<file path="config.mk">
export PLATFORM = sky130hd
export DESIGN_NAME = inst_fetch_responder
export DESIGN_NICKNAME = d
export VERILOG_FILES = /design/src/rtl/inst_fetch_responder_pkg.sv /design/src/rtl/inst_fetch_rotate.sv /design/src/rtl/inst_fetch_responder.sv
export SDC_FILE = /design/constraint.sdc
export NUM_CORES = 1
export LEC_CHECK = 0
export ABC_AREA = 1
export ABC_CLOCK_PERIOD_IN_PS = 1100
export BUFFER_PORTS_ARGS = -buffer_cell sky130_fd_sc_hd__buf_2
export CELL_PAD_IN_SITES_DETAIL_PLACEMENT = 1
export CELL_PAD_IN_SITES_GLOBAL_PLACEMENT = 2
export CORE_MARGIN = 2
export CORE_UTILIZATION = 21
export DETAILED_ROUTE_END_ITERATION = 8
export PLACE_DENSITY = 0.87
export RECOVER_POWER = 50
export SLEW_MARGIN = 5
export SYNTH_ARGS = -nofsm -noshare
export SYNTH_HDL_FRONTEND = slang
export SYNTH_SLANG_ARGS = --single-unit
export TNS_END_PERCENT = 50
</file>
<file path="constraint.sdc">
create_clock -name clk -period 1.1 [get_ports clk]
set_input_delay 0.165 -clock clk [delete_from_list [all_inputs] [get_ports clk]]
set_output_delay 0.165 -clock clk [all_outputs]
set_load 0.01 [all_outputs]
</file>
<file path="src/rtl/inst_fetch_responder_pkg.sv">
// Shared constants for the instruction-fetch responder: fetch-group geometry,
// the address-error exception code and the stall LFSR definition.
package inst_fetch_responder_pkg;

  localparam int FETCH_W = 128;
  localparam int SLOT_N  = 4;
  localparam int SLOT_W  = FETCH_W / SLOT_N;

  localparam logic [5:0] ECODE_ADEF = 6'h08;

  // x^8+x^6+x^5+x^4+1 as a left-shifting Fibonacci LFSR: feedback from bits 7,5,4,3
  localparam logic [7:0] LFSR_SEED = 8'hA5;
  localparam logic [7:0] LFSR_TAPS = 8'hB8;

  function automatic logic [7:0] lfsr_next(input logic [7:0] cur);
    return {cur[6:0], ^(cur & LFSR_TAPS)};
  endfunction

endpackage

</file>
<file path="src/rtl/inst_fetch_rotate.sv">
// Aligns a RAM line to the fetch address: rotates right by the starting word
// so slot 0 holds the addressed instruction, zero-fills the vacated upper
// slots and reports the number of valid slots minus one.
module inst_fetch_rotate
  import inst_fetch_responder_pkg::*;
(
  input  logic [FETCH_W-1:0] line,
  input  logic [1:0]         word,
  output logic [FETCH_W-1:0] group,
  output logic [1:0]         count
);

  // logical right shift gives the zero fill for free
  always_comb begin
    group = line >> (SLOT_W * int'(word));
    count = 2'(SLOT_N - 1) - word;
  end

endmodule

</file>
<file path="src/rtl/inst_fetch_responder.sv">
// Responder side of the IFU fetch handshake, backed by an on-chip RAM of
// 128-bit lines. Stage 1 issues the RAM read and checks the address; stage 2
// aligns the line into the registered response. Fixed latency of 2 cycles.
// Optional macro INST_RESP_STALL_EN adds LFSR-driven pseudo-random stalls on
// inst_addr_ok to exercise IFU retry paths.
module inst_fetch_responder
  import inst_fetch_responder_pkg::*;
#(
  parameter int          RAM_AW       = 12,
  parameter logic [31:0] BASE_ADDR    = 32'h1c000000,
  parameter logic [31:0] UNCACHE_BASE = 32'h1f000000,
  parameter logic [5:0]  ECODE_ADEF   = inst_fetch_responder_pkg::ECODE_ADEF
) (
  input  logic                clk,
  input  logic                reset,
  input  logic                inst_req,
  input  logic [31:0]         inst_addr,
  input  logic                inst_cancel,
  output logic                inst_addr_ok,
  output logic [FETCH_W-1:0]  inst_rdata,
  output logic                inst_valid,
  output logic [1:0]          inst_count,
  output logic                inst_uncache,
  output logic [5:0]          inst_exccode,
  output logic                inst_exception,
  output logic                ram_en,
  output logic [RAM_AW-1:0]   ram_addr,
  input  logic [FETCH_W-1:0]  ram_rdata
);

  // RAM span in bytes; one extra bit so 16<<RAM_AW cannot wrap
  localparam logic [32:0] SPAN = 33'd16 << RAM_AW;

  logic        stall;
  logic        accept;
  logic        fault;
  logic [31:0] offset;

  logic        s1_valid;
  logic        s1_fault;
  logic [1:0]  s1_word;
  logic        s1_uncache;
  logic        s2_valid;

  logic [FETCH_W-1:0] aligned;
  logic [1:0]         aligned_count;

`ifdef INST_RESP_STALL_EN
  logic [7:0] lfsr;

  // free-running stall generator, restarts from the seed on reset
  always_ff @(posedge clk) begin
    if (reset) lfsr <= LFSR_SEED;
    else       lfsr <= lfsr_next(lfsr);
  end

  assign stall = lfsr[0] & lfsr[3];
`else
  assign stall = 1'b0;
`endif

  // handshake and address check in the accept cycle
  always_comb begin
    offset       = inst_addr - BASE_ADDR;
    fault        = (inst_addr[1:0] != 2'b00) | (inst_addr < BASE_ADDR) |
                   ({1'b0, offset} >= SPAN);
    inst_addr_ok = ~reset & ~inst_cancel & ~stall;
    accept       = inst_req & inst_addr_ok;
    ram_en       = accept & ~fault;
    ram_addr     = offset[RAM_AW+3:4];
  end

  // ---- stage 1: RAM read in flight ----
  always_ff @(posedge clk) begin
    if (reset) s1_valid <= 1'b0;
    else       s1_valid <= accept;
  end

  // side-band for the request whose RAM line arrives next cycle
  always_ff @(posedge clk) begin
    if (accept) begin
      s1_fault   <= fault;
      s1_word    <= inst_addr[3:2];
      s1_uncache <= (inst_addr >= UNCACHE_BASE);
    end
  end

  inst_fetch_rotate u_rotate (
    .line  (ram_rdata),
    .word  (s1_word),
    .group (aligned),
    .count (aligned_count)
  );

  // ---- stage 2: registered response ----
  always_ff @(posedge clk) begin
    if (reset) s2_valid <= 1'b0;
    else       s2_valid <= s1_valid & ~inst_cancel;
  end

  // response payload; a faulting fetch returns an empty group with ADEF
  always_ff @(posedge clk) begin
    if (reset) begin
      inst_rdata     <= '0;
      inst_count     <= 2'd0;
      inst_exception <= 1'b0;
      inst_exccode   <= 6'd0;
      inst_uncache   <= 1'b0;
    end else if (s1_valid) begin
      inst_uncache <= s1_uncache;
      if (s1_fault) begin
        inst_rdata     <= '0;
        inst_count     <= 2'd0;
        inst_exception <= 1'b1;
        inst_exccode   <= ECODE_ADEF;
      end else begin
        inst_rdata     <= aligned;
        inst_count     <= aligned_count;
        inst_exception <= 1'b0;
        inst_exccode   <= 6'd0;
      end
    end
  end

  // a cancel hides the response already sitting in the output register
  assign inst_valid = s2_valid & ~inst_cancel & ~reset;

endmodule

</file>
==> run metrics <==
clk buf depth 2; CP required 1480 ps; yosys warns 0; Layout Cells excl Fill roughly 1900; P_int approximately 10000 uW; DRC violation count after routing 0; Setup WS post-layout -298 ps; number of global-route vias before repair ~8500; Clock Latency Late Sink roughly 430 ps; most frequent cells in the layout 505 x nand2_1, 274 x buf_2, 121 x dfxtp_1; DRT iter0 DRCs 233; Starting Density 21.4%; antenna violations before repair 1; area leader, netlist dfxtp_1; GRT Total Usage 17.0%; filler cell count between 4000 and 5000; row count 66; area share of the largest cell type after synthesis 38.3%; XOR/XNOR Fraction of Synth Area 0%; CTS Sinks about 140; Reg2Reg Setup Slack -300 ps; Final HPWL DP ~21000 um; first-pass GRT wire length approximately 47000 um; wire length per cell approximately 16 um; maximum clock frequency around 0.7 GHz; CTS tree done; diode count 0; most common cell after layout, fill and taps aside nand2_1; gr ovfl total 0; syn avg cell area 6.11 um^2; Detail Route Antenna Nets 0; Data arrival, critical path roughly 1800 ps; pin count of the biggest net entering global routing 50; Cell Pwr Density ~1200 mW/mm^2; post-synthesis sequential area ratio 40.1%; Clock power frac ~47%; largest family of logic cells by synthesized area simple AND/OR/NAND/NOR gates; Synth Area in Adders 0%; Final setup viols 135; failing checks negative setup slack; fin crit share 127%; die width 187 um; number of I/O port buffers 287; Cell Area, Synth around 0.007 mm^2; via total after detailed routing ~8300; maxcap violations 0; worst hold path class in -> reg; Leakage between 0.005 and 0.006 uW; crit path launch type register; final hold viol count 0; die footprint about 0.035 mm^2; post-synthesis mux area share 0%; routed wire length 31100 um; Die Span Y approximately 190 um; CP Max Fanout 31; Clk pin slew, worst setup/hold paths approximately 60 ps; Post-Place Cells ~1800; Post-Syn Instances approximately 1100; simple-gate portion of the synthesized area 39.3%; Via-to-Cell Ratio ~4.4; Placer Congestion 0.787; Combinational Power Share between 10 and 15%; status finished, violations left; post-layout min period approximately 1400 ps; Sw Ratio a little over a quarter; worst r2r path cells 7; final clock skew just over 8 ps; Storage cell area 0.00282 mm^2; area fraction in compound gates after synthesis between 9 and 10%; Crit Path Class reg -> reg; footprint of the multi-input gates 0.00397 mm^2; register bit total from synthesis 138; htree depth 4; num ports 317; Flop pwr share approximately two fifths; fin util 33.2%; share of layout cells above drive strength 1 36.5%; largest cells by area after synthesis dfxtp_1 38%, nand2_1 29%, nand3_1 4.8%, a21oi_1 4.7%, nor2_1 4.7%; number of max-slew violations in the final report 0; nets 1602; core area 0.0327 mm^2; Layout area overhead 55.3%; hold path depth 3; CP endpoint kind register; Synth cell types 21; root buffer cell clkbuf_16; Switch Pwr about 3700 uW; clock buffer count from CTS 17; RSZ-0062 raised after global routing yes; IR drop worst, VDD between 0.9 and 1 mV; first-pass iteration count of the detailed router 4
==> cell usage after synthesis <==
library cell,n
a21oi_1,66
buf_1,5
buf_2,39
buf_4,20
buf_6,2
clkbuf_1,25
conb_1,1
dfxtp_1,134
edfxtp_1,4
inv_1,81
inv_2,3
nand2_1,543
nand2_2,1
nand3_1,67
nor2_1,87
nor2_2,1
nor2_4,2
nor3_1,1
nor3b_1,1
o21ai_0,62
o21bai_1,1
==> final cells by class <==
class	instances	area share, %
clock inverter	10	1.25
clock buffer	22	4.65
inverter	84	2.97
multi-input combinational	837	36.5
tap	442	5.09
timing repair buffer	360	23.6
sequential	138	26.0
==> final timing paths <==
check | from | endpoint
min reg2reg | inst_rdata[125] | inst_rdata[125]
max reg2reg | s1_word[0] | inst_rdata[35]
max | s1_word[0] | inst_rdata[35]
min | ram_rdata[106] | inst_rdata[106]
==> power groups by stage <==
stage                     clock network [uW]  logic, uW  registers [uW]
after detailed placement                   0       1760            5330
after global routing                    6770       2220            5240
final                                   6370       2000            5220
after global placement                     0       1730            5330
after floorplan                            0        894            5370
after CTS                               6540       1860            5220
==> per-stage QoR <==
| stage | setup WS (ps) | TNS, ps | cell area, um^2 | hold WS [ps] | power, uW |
|---|---|---|---|---|---|
| floorplan | -71.5 | -7020 | 7140 | 242 | 6270 |
| detailed placement | -317 | -33460 | 9270 | 330 | 7090 |
| global route | -388 | -44750 | 10900 | 3.74 | 14200 |
| finish | -298 | -30250 | 10900 | 19.5 | 13600 |
| global placement | -277 | -28240 | 9270 | 330 | 7060 |
| CTS | -308 | -32620 | 10200 | 0.124 | 13600 |
==> registers in the layout (all words and copies together) (netlist names) <==
| name | cells |
|---|---|
| inst_rdata | 128 |
| inst_exccode | 1 |
| inst_count | 2 |
| s1_word | 2 |
| inst_uncache | 1 |
| s1_valid | 1 |
| s1_uncache | 1 |
| s2_valid | 1 |
| s1_fault | 1 |
==> routing by layer <==
layer | vias to the layer above | global-route usage [%] | part of all wire [%]
met2 | 210 | 29.1 | 48
li1 | 4087 | - | -
met3 | 40 | 4.70 | 5.5
met4 | 2 | 5.07 | 1.9
met5 | - | 0 | 0.035
met1 | 3954 | 20.6 | 44
==> critical path, cell delays in order (launching register included) <==
cell and delay (ps):
edfxtp_1 480, buf_12 210, buf_12 170, nor2_2 190
nand2_1 90, nand3_1 100, nand2_1 50, inv_1 50
==> timing repair <==
item | 4_1_cts | 5_1_grt
pin swaps | 1 | 17
setup endpoints to repair | 188 | 255
endpoints found under the hold margin | 6 | 0
setup buffers | 2 | 3
gates cloned | 1 | 7
gates resized for setup | 59 | 140
hold buffers | 6 | 0
==> kinds of logic after synthesis <==
family                 Yosys count
DFF                            138
buffers and inverters          175
other                            1
and+or+nand+nor                703
AOI/OAI and AO/OA              129
No activity file was read; power rests on OpenSTA's default activity.
